[config.mk]
export PLATFORM = sky130hd
export DESIGN_NAME = bp_be_multistream_prefetch_generator
export DESIGN_NICKNAME = d
export VERILOG_FILES = /design/src/rtl/bp_be_multistream_prefetch_generator.sv
export SDC_FILE = /design/constraint.sdc
export NUM_CORES = 1
export LEC_CHECK = 0
export BUFFER_PORTS_ARGS = -buffer_cell sky130_fd_sc_hd__buf_4
export CELL_PAD_IN_SITES_DETAIL_PLACEMENT = 0
export CELL_PAD_IN_SITES_GLOBAL_PLACEMENT = 1
export CORE_MARGIN = 3
export CORE_UTILIZATION = 35
export DETAILED_ROUTE_END_ITERATION = 10
export PLACE_DENSITY = 0.69
export SYNTH_ARGS = -nofsm -noshare
export SYNTH_HDL_FRONTEND = slang
export SYNTH_SLANG_ARGS = --single-unit
[constraint.sdc]
create_clock -name clk_i -period 6.7 [get_ports clk_i]
set_input_delay 1.005 -clock clk_i [delete_from_list [all_inputs] [get_ports clk_i]]
set_output_delay 1.005 -clock clk_i [all_outputs]
set_load 0.02 [all_outputs]
[src/rtl/bp_be_multistream_prefetch_generator.sv]
// Multi-stream stride prefetch generator.
// Each slot follows one striding load, walks its address forward one stride
// per cycle, and emits a prefetch.r dispatch packet whenever the walk enters
// a new cache block. Pending packets from all slots share one output port
// through a round-robin arbiter whose grant stays locked until consumed.

package bp_be_multistream_prefetch_generator_pkg;

  typedef enum logic [0:0] {
    e_bp_default_cfg = 1'b0
  } bp_params_e;

  typedef enum logic [5:0] {
    e_dcache_op_lb = 6'h00,
    e_dcache_op_lh = 6'h01,
    e_dcache_op_lw = 6'h02,
    e_dcache_op_ld = 6'h03
  } bp_be_dcache_fu_op_e;

  typedef enum logic [1:0] {
    e_int_byte  = 2'b00,
    e_int_hword = 2'b01,
    e_int_word  = 2'b10,
    e_int_dword = 2'b11
  } bp_be_int_tag_e;

  localparam logic [6:0] rv64_op_imm_opcode = 7'b0010011;

  // 7 single-bit flags + 6-bit fu_op + two 2-bit register tags
  localparam int bp_decode_width_gp = 17;

  function automatic int bp_vaddr_width(bp_params_e cfg);
    case (cfg)
      e_bp_default_cfg: return 39;
      default:          return 39;
    endcase
  endfunction

  function automatic int bp_dpath_width(bp_params_e cfg);
    case (cfg)
      e_bp_default_cfg: return 64;
      default:          return 64;
    endcase
  endfunction

  function automatic int bp_dcache_block_width(bp_params_e cfg);
    case (cfg)
      e_bp_default_cfg: return 512;
      default:          return 512;
    endcase
  endfunction

  // v, nspec_v, pc, instr, rs1, rs2, imm, decode
  function automatic int bp_dispatch_pkt_width(bp_params_e cfg);
    return 2 + bp_vaddr_width(cfg) + 32 + 3 * bp_dpath_width(cfg) + bp_decode_width_gp;
  endfunction

endpackage

module bp_be_multistream_prefetch_generator
  import bp_be_multistream_prefetch_generator_pkg::*;
#(
  parameter bp_params_e bp_params_p    = e_bp_default_cfg,
  parameter int         streams_p      = 4,
  parameter int         loop_range_p   = 8,
  parameter int         stride_width_p = 12,
  localparam int vaddr_width_p         = bp_vaddr_width(bp_params_p),
  localparam int dpath_width_gp        = bp_dpath_width(bp_params_p),
  localparam int dcache_block_width_p  = bp_dcache_block_width(bp_params_p),
  localparam int dispatch_pkt_width_lp = bp_dispatch_pkt_width(bp_params_p),
  localparam int stream_id_width_lp    = (streams_p > 1) ? $clog2(streams_p) : 1
) (
  input  logic                             clk_i,
  input  logic                             reset_i,
  input  logic                             v_i,
  output logic                             ready_and_o,
  input  logic [vaddr_width_p-1:0]         pc_i,
  input  logic [vaddr_width_p-1:0]         eff_addr_i,
  input  logic [stride_width_p-1:0]        stride_i,
  input  logic [loop_range_p-1:0]          loop_counter_i,
  input  logic                             flush_i,
  output logic                             v_o,
  input  logic                             yumi_i,
  output logic [dispatch_pkt_width_lp-1:0] dispatch_pkt_o,
  output logic [stream_id_width_lp-1:0]    stream_id_o
);

  localparam int block_offset_lp = $clog2(dcache_block_width_p / 8);
  localparam int block_width_lp  = vaddr_width_p - block_offset_lp;
  localparam int id_w            = stream_id_width_lp;
  localparam logic [31:0] prefetch_r_instr_lp =
    {7'b0000000, 5'b00001, 5'b00000, 3'b110, 5'b00000, rv64_op_imm_opcode};

  typedef enum logic [1:0] {e_idle, e_step, e_send} slot_state_e;

  typedef struct packed {
    logic                pipe_mem_early_v;
    logic                spec_w_v;
    logic                score_v;
    logic                dcache_r_v;
    logic                mem_v;
    logic                prefetch;
    logic                irf_w_v;
    bp_be_dcache_fu_op_e fu_op;
    bp_be_int_tag_e      irs1_tag;
    bp_be_int_tag_e      ird_tag;
  } decode_s;

  typedef struct packed {
    logic                      v;
    logic                      nspec_v;
    logic [vaddr_width_p-1:0]  pc;
    logic [31:0]               instr;
    logic [dpath_width_gp-1:0] rs1;
    logic [dpath_width_gp-1:0] rs2;
    logic [dpath_width_gp-1:0] imm;
    decode_s                   decode;
  } dispatch_pkt_s;

  function automatic logic [vaddr_width_p-1:0] f_sext_stride(input logic signed [stride_width_p-1:0] s);
    logic signed [vaddr_width_p-1:0] ext;
    ext = vaddr_width_p'(s);
    return $unsigned(ext);
  endfunction

  function automatic logic [block_width_lp-1:0] f_block(input logic [vaddr_width_p-1:0] a);
    return a[vaddr_width_p-1:block_offset_lp];
  endfunction

  function automatic logic [vaddr_width_p-1:0] f_block_base(input logic [vaddr_width_p-1:0] a);
    return {a[vaddr_width_p-1:block_offset_lp], {block_offset_lp{1'b0}}};
  endfunction

  slot_state_e                      r_state  [streams_p];
  logic        [vaddr_width_p-1:0]  r_pc     [streams_p];
  logic        [vaddr_width_p-1:0]  r_addr   [streams_p];
  logic signed [stride_width_p-1:0] r_stride [streams_p];
  logic        [loop_range_p-1:0]   r_count  [streams_p];
  logic        [id_w-1:0]           r_rr_ptr;
  logic                             r_lock_v;
  logic        [id_w-1:0]           r_lock_id;

  logic [vaddr_width_p-1:0] w_next_addr  [streams_p];
  logic [loop_range_p-1:0]  w_next_count [streams_p];
  logic                     w_cross      [streams_p];
  logic                     w_idle_any, w_match, w_ready, w_load, w_v, w_rr_v, w_yumi, w_drop_grant;
  logic [id_w-1:0]          w_idle_id, w_match_id, w_load_id, w_rr_id, w_grant_id;
  dispatch_pkt_s            w_pkt;

  // Next walk position per slot and whether that step enters a new block
  always_comb begin
    for (int i = 0; i < streams_p; i++) begin
      w_next_addr[i]  = r_addr[i] + f_sext_stride(r_stride[i]);
      w_next_count[i] = r_count[i] - 1'b1;
      w_cross[i]      = f_block(w_next_addr[i]) != f_block(r_addr[i]);
    end
  end

  // Lowest-index free slot and lowest-index active slot tagged with pc_i
  always_comb begin
    w_idle_any = 1'b0;
    w_idle_id  = '0;
    w_match    = 1'b0;
    w_match_id = '0;
    for (int i = streams_p - 1; i >= 0; i--) begin
      if (r_state[i] == e_idle) begin
        w_idle_any = 1'b1;
        w_idle_id  = id_w'(i);
      end
      if ((r_state[i] != e_idle) && (r_pc[i] == pc_i)) begin
        w_match    = 1'b1;
        w_match_id = id_w'(i);
      end
    end
  end

  // Round-robin search over SEND slots starting at the pointer
  always_comb begin
    w_rr_v  = 1'b0;
    w_rr_id = '0;
    for (int k = streams_p - 1; k >= 0; k--) begin
      if (r_state[(int'(r_rr_ptr) + k) % streams_p] == e_send) begin
        w_rr_v  = 1'b1;
        w_rr_id = id_w'((int'(r_rr_ptr) + k) % streams_p);
      end
    end
  end

  assign w_ready      = (w_idle_any | w_match) & ~flush_i;
  assign w_load       = v_i & w_ready & (loop_counter_i != '0);
  assign w_load_id    = w_match ? w_match_id : w_idle_id;
  assign w_v          = w_rr_v;
  assign w_grant_id   = r_lock_v ? r_lock_id : w_rr_id;
  assign w_yumi       = yumi_i & w_v;
  // Re-arming the slot currently on the output discards its packet
  assign w_drop_grant = w_load & w_match & (w_match_id == w_grant_id);

  // Slot FSMs, round-robin pointer and output lock
  always_ff @(posedge clk_i) begin
    if (reset_i) begin
      for (int i = 0; i < streams_p; i++) r_state[i] <= e_idle;
      r_rr_ptr  <= '0;
      r_lock_v  <= 1'b0;
      r_lock_id <= '0;
    end else if (flush_i) begin
      for (int i = 0; i < streams_p; i++) r_state[i] <= e_idle;
      r_lock_v <= 1'b0;
    end else begin
      for (int i = 0; i < streams_p; i++) begin
        unique case (r_state[i])
          e_step: begin
            if (w_cross[i])                  r_state[i] <= e_send;
            else if (w_next_count[i] == '0) r_state[i] <= e_idle;
          end
          e_send: begin
            if (w_yumi && (w_grant_id == id_w'(i)))
              r_state[i] <= (r_count[i] == '0) ? e_idle : e_step;
          end
          default: ;
        endcase
      end
      if (w_load) r_state[w_load_id] <= e_step;
      if (w_yumi) r_rr_ptr <= (int'(w_grant_id) == streams_p - 1) ? '0 : w_grant_id + 1'b1;
      if (w_yumi || w_drop_grant) begin
        r_lock_v <= 1'b0;
      end else if (w_v) begin
        r_lock_v  <= 1'b1;
        r_lock_id <= w_grant_id;
      end
    end
  end

  // Slot payload: loaded on acceptance, advanced while walking
  always_ff @(posedge clk_i) begin
    for (int i = 0; i < streams_p; i++) begin
      if (w_load && (w_load_id == id_w'(i))) begin
        r_pc[i]     <= pc_i;
        r_addr[i]   <= eff_addr_i;
        r_stride[i] <= $signed(stride_i);
        r_count[i]  <= loop_counter_i;
      end else if (r_state[i] == e_step) begin
        r_addr[i]  <= w_next_addr[i];
        r_count[i] <= w_next_count[i];
      end
    end
  end

  // prefetch.r packet for the granted slot; all-zero when idle
  always_comb begin
    w_pkt = '0;
    if (w_v) begin
      w_pkt.v                       = 1'b1;
      w_pkt.nspec_v                 = 1'b1;
      w_pkt.pc                      = r_pc[w_grant_id];
      w_pkt.instr                   = prefetch_r_instr_lp;
      w_pkt.rs1                     = dpath_width_gp'(f_block_base(r_addr[w_grant_id]));
      w_pkt.decode.pipe_mem_early_v = 1'b1;
      w_pkt.decode.spec_w_v         = 1'b1;
      w_pkt.decode.score_v          = 1'b1;
      w_pkt.decode.dcache_r_v       = 1'b1;
      w_pkt.decode.mem_v            = 1'b1;
      w_pkt.decode.prefetch         = 1'b1;
      w_pkt.decode.irf_w_v          = 1'b0;
      w_pkt.decode.fu_op            = e_dcache_op_lb;
      w_pkt.decode.irs1_tag         = e_int_word;
      w_pkt.decode.ird_tag          = e_int_word;
    end
  end

  assign ready_and_o    = w_ready;
  assign v_o            = w_v;
  assign stream_id_o    = w_v ? w_grant_id : '0;
  assign dispatch_pkt_o = w_pkt;

endmodule

==> flow_summary.ini, run 1 <==
[status]
status = completed

[die]
start_util = 0.3561
die_w_um = 315.5
fp.dieArea_um2 = 99560
design.core.area_um2 = 94170
core.rowCount = 112
die_y_um = 315.5
io_pins = 389

[synth]
synth_area_leaders = edfxtp_1 35%, ha_1 6.2%, xor2_1 5.9%
synth-warning-count = 0
synth-simple-area-share = 0.1519
synth_ff_type = edfxtp_1
yosysTopAreaCellShare = 0.3510
netlist_area_um2 = 33530
synthDistinctLibCells = 109
synth_compound_area_frac = 0.1580
synth_fa_ha_area_frac = 0.06433
synth_cells = 3408
yosysSeqAreaShare = 0.3600
synth_top_family_by_area = compound AO/OA/AOI/OAI gates
async_flop_share = 0
synth.area.mux_share = 0.06515
yosys.area_share.xor_xnor = 0.1254
synth_area_leader_cell = edfxtp_1
ys_ff_latch = 407
synth_edf_count = 392
syn_avg_cell_area_um2 = 9.839

[clocking]
root_buffer = clkbuf_16
clk-insertion-delay-late_ps = 650
cts_setup_buffers = 0
htree_num_levels = 2
cts_buffer_depth = 3
cts_hold_buf = 0
numCtsBuffers = 52
cts_tree = done
clkSinkCount = 407
clkTransAtPathRegs_ps = 60
cts_resized = 0

[critical_path]
critPathKind = flop to output port
worstPathArrival_ps = 4630
crit_slowest_cell = clkinv_2
cp-start-kind = flop
max_stage_delay_ps = 780
crit_fanout = 28
endpoint_kind = output port
path_cells = nand2b_1 > mux4_2 > o21ai_0 > o21ai_0 > o31a_1 > o21a_1 > clkinv_2 > buf_4 > mux4_2 > and2_1 > buf_4
crit_required_ps = 5690
rrSetupSlack_ps = 1070

[cells_and_area]
syn_to_final_growth_pct = 10.84
drive_above_1_share = 0.1372
final_core_util = 0.3947
final_cells = 4811
final_nets = 3782
fillers = 9366

[sta]
worstMarginPinSlew_ps = 1202
hold_viol = 0
fin_setup_tns_ps = 0
layout_min_cycle_time_ps = 5637
fmax_ghz = 0.1774
fin_crit_sh = 0.8413
setup_viol = 0
clock_skew_ps = 58.43
slew_viol_final = 0
relSlewSlack = 0.1955
rsz0062_at_grt = no

[placement]
hpwl_um = 91620
place_congestion = 0.9365
dp_cells = 4709
io_buffers = 194

[routing]
vias_per_cell = 5.593
dr.pass1.iters = 5
drc = 0
wl_per_cell_um = 24.66
vias = 26910
drtIter0Drc = 2821
antenna_left = 0
wl_um = 118600

[global_route]
grt_pass1_wl_um = 171800
grt_pass1_vias = 25700
antenna_found_initial = 8
grt_max_degree = 86
grtUsageTotal = 0.2308
grt-ovfl-total = 0

[power_and_ir_drop]
finalPower_mw = 6.965
max-vdd-ir-drop_v = 0.0001677
power_leakage_nw = 14.13
power_density_nw_per_um2 = 187.4

[hold_path]
hold_class = flop to flop

[flow_run]
max_cap_viol_count = 0
[worst max-delay path, delay by kind of cell (launching register included)]
family	cells	cell delay, ps
buf+inv	3	1430
mux	2	810
flops	1	490
compound gates	4	850
simple gates	2	400
[routing by layer]
metal / GRT usage / vias to the layer above / wire [µm] / part of all wire
met2: 0.3766 / 1044 / 54970 / 0.46
met4: 0.06510 / 2 / 3349 / 0.028
li1: - / 12490 / - / -
met3: 0.02963 / 150 / 8434 / 0.071
met5: 0 / - / 13 / 0.00011
met1: 0.3217 / 13230 / 51850 / 0.44
[layout by cell type (no fill, tap or decap), types with 56 or more instances in the layout]
cell type  count
a21o_1        62
a21oi_1      177
and2_1        90
buf_4        230
conb_1       194
edfxtp_1     392
ha_1         166
inv_1         62
mux4_2        75
nand2_1      350
nand4_1       76
nor2_1       166
nor3_1        56
nor4_1        57
o21ai_0      257
xnor2_1      180
xor2_1       227
[path summary, 6_finish.rpt]
kind / startpoint / endpoint / cells after the start
max reg2reg: r_stride[0][11] / r_state[0][0] / 13
max: r_state[0][0] / dispatch_pkt_o[176] / 11
min reg2reg: r_lock_id[1] / r_lock_id[1] / 2
min: r_lock_id[1] / r_lock_id[1] / 2
[Yosys cell counts (all sizes together), types with 19 or more instances]
library cell	count
o21bai	22
xnor2	180
xor2	227
nand2b	25
inv	65
o21ai	267
edfxtp	392
nand4	76
o21a	27
clkbuf	110
a21o	63
mux4	75
ha	166
o211ai	28
nor2	169
nor2b	34
nor3	57
nor4	60
a31oi	30
a211oi	27
nand3	56
mux2	28
and2	90
buf	266
a21oi	179
a2111oi	19
nand2	352
xnor3	20
[report_power, final]
group | internal [mW] | switching (mW) | total, mW
sequential | 2.85 | 0.0541 | 2.91
combinational | 0.384 | 0.727 | 1.11
clock | 1.71 | 1.24 | 2.95
[flip-flops by register name (all words and copies together) (netlist names), named ones only]
| signal | flops |
|---|---|
| r_state | 8 |
| r_count | 32 |
| r_addr | 156 |
| r_rr_ptr | 2 |
| r_lock_v | 1 |
| r_pc | 156 |
| r_stride | 48 |
| r_lock_id | 2 |
[cell type report]
class,count,area [µm²],area share
multi-input cells,2753,19760,0.5315
clock inverters,39,465.4,0.01252
well taps,1254,1569,0.04221
diodes,7,17.52,0.0004713
clock buffers,56,1316,0.03541
repair buffers,230,1727,0.04646
flip-flops and latches,407,12070,0.3248
inverters,65,245.2,0.006598
[metrics by stage]
stage	setup slack [ps]	instance area [µm²]	hold WS, ps
finish	1063	37170	499.2
global route	867.1	37150	520.4
CTS	1056	37150	502.1
detailed placement	1184	35370	486.3
global placement	1211	35370	479.7
floorplan	99.42	34260	463.6
[kinds of logic after synthesis]
kind of cell / Yosys count
flops: 407
mux: 121
fa+ha+maj: 170
other cells: 1
xor+xnor: 435
buf+inv: 441
simple gates: 1022
compound gates: 811
Note: power is estimated with default switching activity, not from simulation.
==> inputs of run 2 (changes only) <==
Settings changed: ABC_AREA set to 1, PLACE_DENSITY 0.69 to 0.73.
Clock period 6.7 ns to 4.7 ns, I/O delays scaled along.
==> flow_summary.ini, run 2 <==
[clocking]
clk-insertion-delay-late_ps = 660
cts_buffer_depth = 3
numCtsBuffers = 51
cts_hold_buf = 0
root_buffer = clkbuf_16
clkSinkCount = 407
cts_tree = done
htree_num_levels = 2
clkTransAtPathRegs_ps = 60

[power_and_ir_drop]
power_density_nw_per_um2 = 317.3
power_leakage_nw = 18.72
finalPower_mw = 12.72
max-vdd-ir-drop_v = 0.0002706

[routing]
dr.pass1.iters = 8
vias_per_cell = 5.220
wl_per_cell_um = 21.68
antenna_left = 0
wl_um = 143400
drc = 0
drtIter0Drc = 3506
vias = 34520

[synth]
synth-warning-count = 0
yosysSeqAreaShare = 0.3387
synth_fa_ha_area_frac = 0.06052
async_flop_share = 0
synth_ff_type = edfxtp_1
ys_top_cells_by_count = 1451 x nand2_1, 640 x inv_1, 401 x nor2_1
synth_area_leader_cell = edfxtp_1
synth_area_leaders = edfxtp_1 33%, nand2_1 15%, inv_1 6.7%
synth_top_family_by_area = simple AND/OR/NAND/NOR gates
synth_compound_area_frac = 0.1342
syn_avg_cell_area_um2 = 7.113
yosys.cell_count.top_type = nand2_1
yosys.area_share.xor_xnor = 0.05013
synthDistinctLibCells = 66
yosysTopAreaCellShare = 0.3303
synth-simple-area-share = 0.2847
netlist_area_um2 = 35640
synth.area.mux_share = 0
synth_edf_count = 392
synth_cells = 5011
ys_ff_latch = 407

[placement]
place_congestion = 0.9925
hpwl_um = 114000
io_buffers = 194
place_ws_ps = 515.7

[sta]
setup_viol = 0
fmax_ghz = 0.2205
whs_ps = 286.8
worst_slack_ps = 165.5
hold_viol = 0
layout_min_cycle_time_ps = 4534
fin_crit_sh = 0.9648
relSlewSlack = 0.3972
rsz0062_at_grt = no
clock_skew_ps = 27.32
slew_viol_final = 0
worstMarginPinSlew_ps = 900.9

[global_route]
antenna_found_initial = 5
grt-ovfl-total = 0
grt_pass1_wl_um = 203600
grt_pass1_vias = 31920
grtUsageTotal = 0.2539
grt_max_degree = 129

[critical_path]
crit_required_ps = 3990
worstPathArrival_ps = 3830
critPathKind = flop to output port
endpoint_kind = output port
crit_fanout = 16
cp-start-kind = flop

[cells_and_area]
multi_input_area_um2 = 19660
layout_common_cells = 1447 x nand2_1, 635 x inv_1, 398 x nor2_1
reg_top3 = r_addr x156, r_pc x156, r_stride x48
final_nets = 5487
fillers = 10680
drive_above_1_share = 0.08221
seqCellArea_um2 = 12070
syn_to_final_growth_pct = 12.44
layout_commonest_cell = nand2_1

[die]
die_w_um = 325.1
io_pins = 389
start_util = 0.3544
design.core.area_um2 = 100600
core.rowCount = 116
die_y_um = 325.1
fp.dieArea_um2 = 105700

[status]
status = completed

[flow_run]
max_cap_viol_count = 0

[hold_path]
hold_class = input port to flop
[run 2: cell families (layout without fill, tap and decap cells)]
logic type,Yosys count,in the layout
AND/OR/NAND/NOR,2427,2427
AO/OA/AOI/OAI,846,846
flip-flops,407,407
other,1,196
adder cells (fa/ha/maj),170,170
buffers and inverters,983,1034
XOR/XNOR,177,177
[run 2: area by class of cell]
type / count / area share
well taps: 1357 / 0.04237
multi-input cells: 3814 / 0.4907
repair buffers: 265 / 0.05754
flip-flops and latches: 407 / 0.3013
clock buffers: 57 / 0.03241
diodes: 2 / 0.0001249
inverters: 673 / 0.06347
repair inverters: 2 / 0.0004371
clock inverters: 37 / 0.01171
[run 2: timing repair]
item                                    in CTS  in global routing
buffers inserted                             0                  6
endpoints found under the setup margin      13                 55
pin swaps                                    0                  2
gates cloned                                 0                  5
resized for setup                            2                 35
[run 2: worst paths after layout]
kind | startpoint | end | slack [ps] | cells past startpoint
max | r_state[1][1] | dispatch_pkt_o[151] | 170 | 16
min | pc_i[16] | r_pc[3][16] | 290 | 1
max reg2reg | r_stride[2][11] | r_state[2][0] | 520 | 16
min reg2reg | r_state[0][0] | r_state[0][0] | 500 | 2
[run 2: per-layer routing]
metal / global-route usage / vias to the layer above / wire, µm
met5: 0 / - / 27
met4: 0.07980 / 4 / 4594
met3: 0.02608 / 196 / 10410
met2: 0.4061 / 1391 / 64470
met1: 0.3600 / 16250 / 63930
li1: - / 16680 / -
[run 2: critical path, stage by stage, from the launching register on]
cell	delay, ps
dfxtp_1	370
inv_1	110
nor2_2	170
nand2_1	60
o21ai_0	110
nand2_1	110
nand2_1	130
nor2_2	60
nor2_1	130
a21oi_1	80
o21ai_1	140
o21ai_4	270
clkbuf_16	310
nand2_1	230
o211ai_1	190
a21oi_1	440
buf_4	230
[run 2: per-stage QoR]
stage	std cells	util	cell area, µm²	TNS [ps]
floorplan	5204	-	36370	0
global placement	6507	0.3789	38110	0
detailed placement	6507	0.3789	38110	0
CTS	6601	0.3966	39890	-30.64
global route	6613	0.3984	40070	0
finish	6614	0.3984	40070	0
[run 2: report_power, final]
group	switching [mW]	leakage [nW]	internal [mW]	total, mW
combinational	2.90	14.2	1.30	4.20
clock	1.79	0.837	2.45	4.25
sequential	0.120	3.70	4.15	4.27
total	4.81	18.7	7.91	12.7
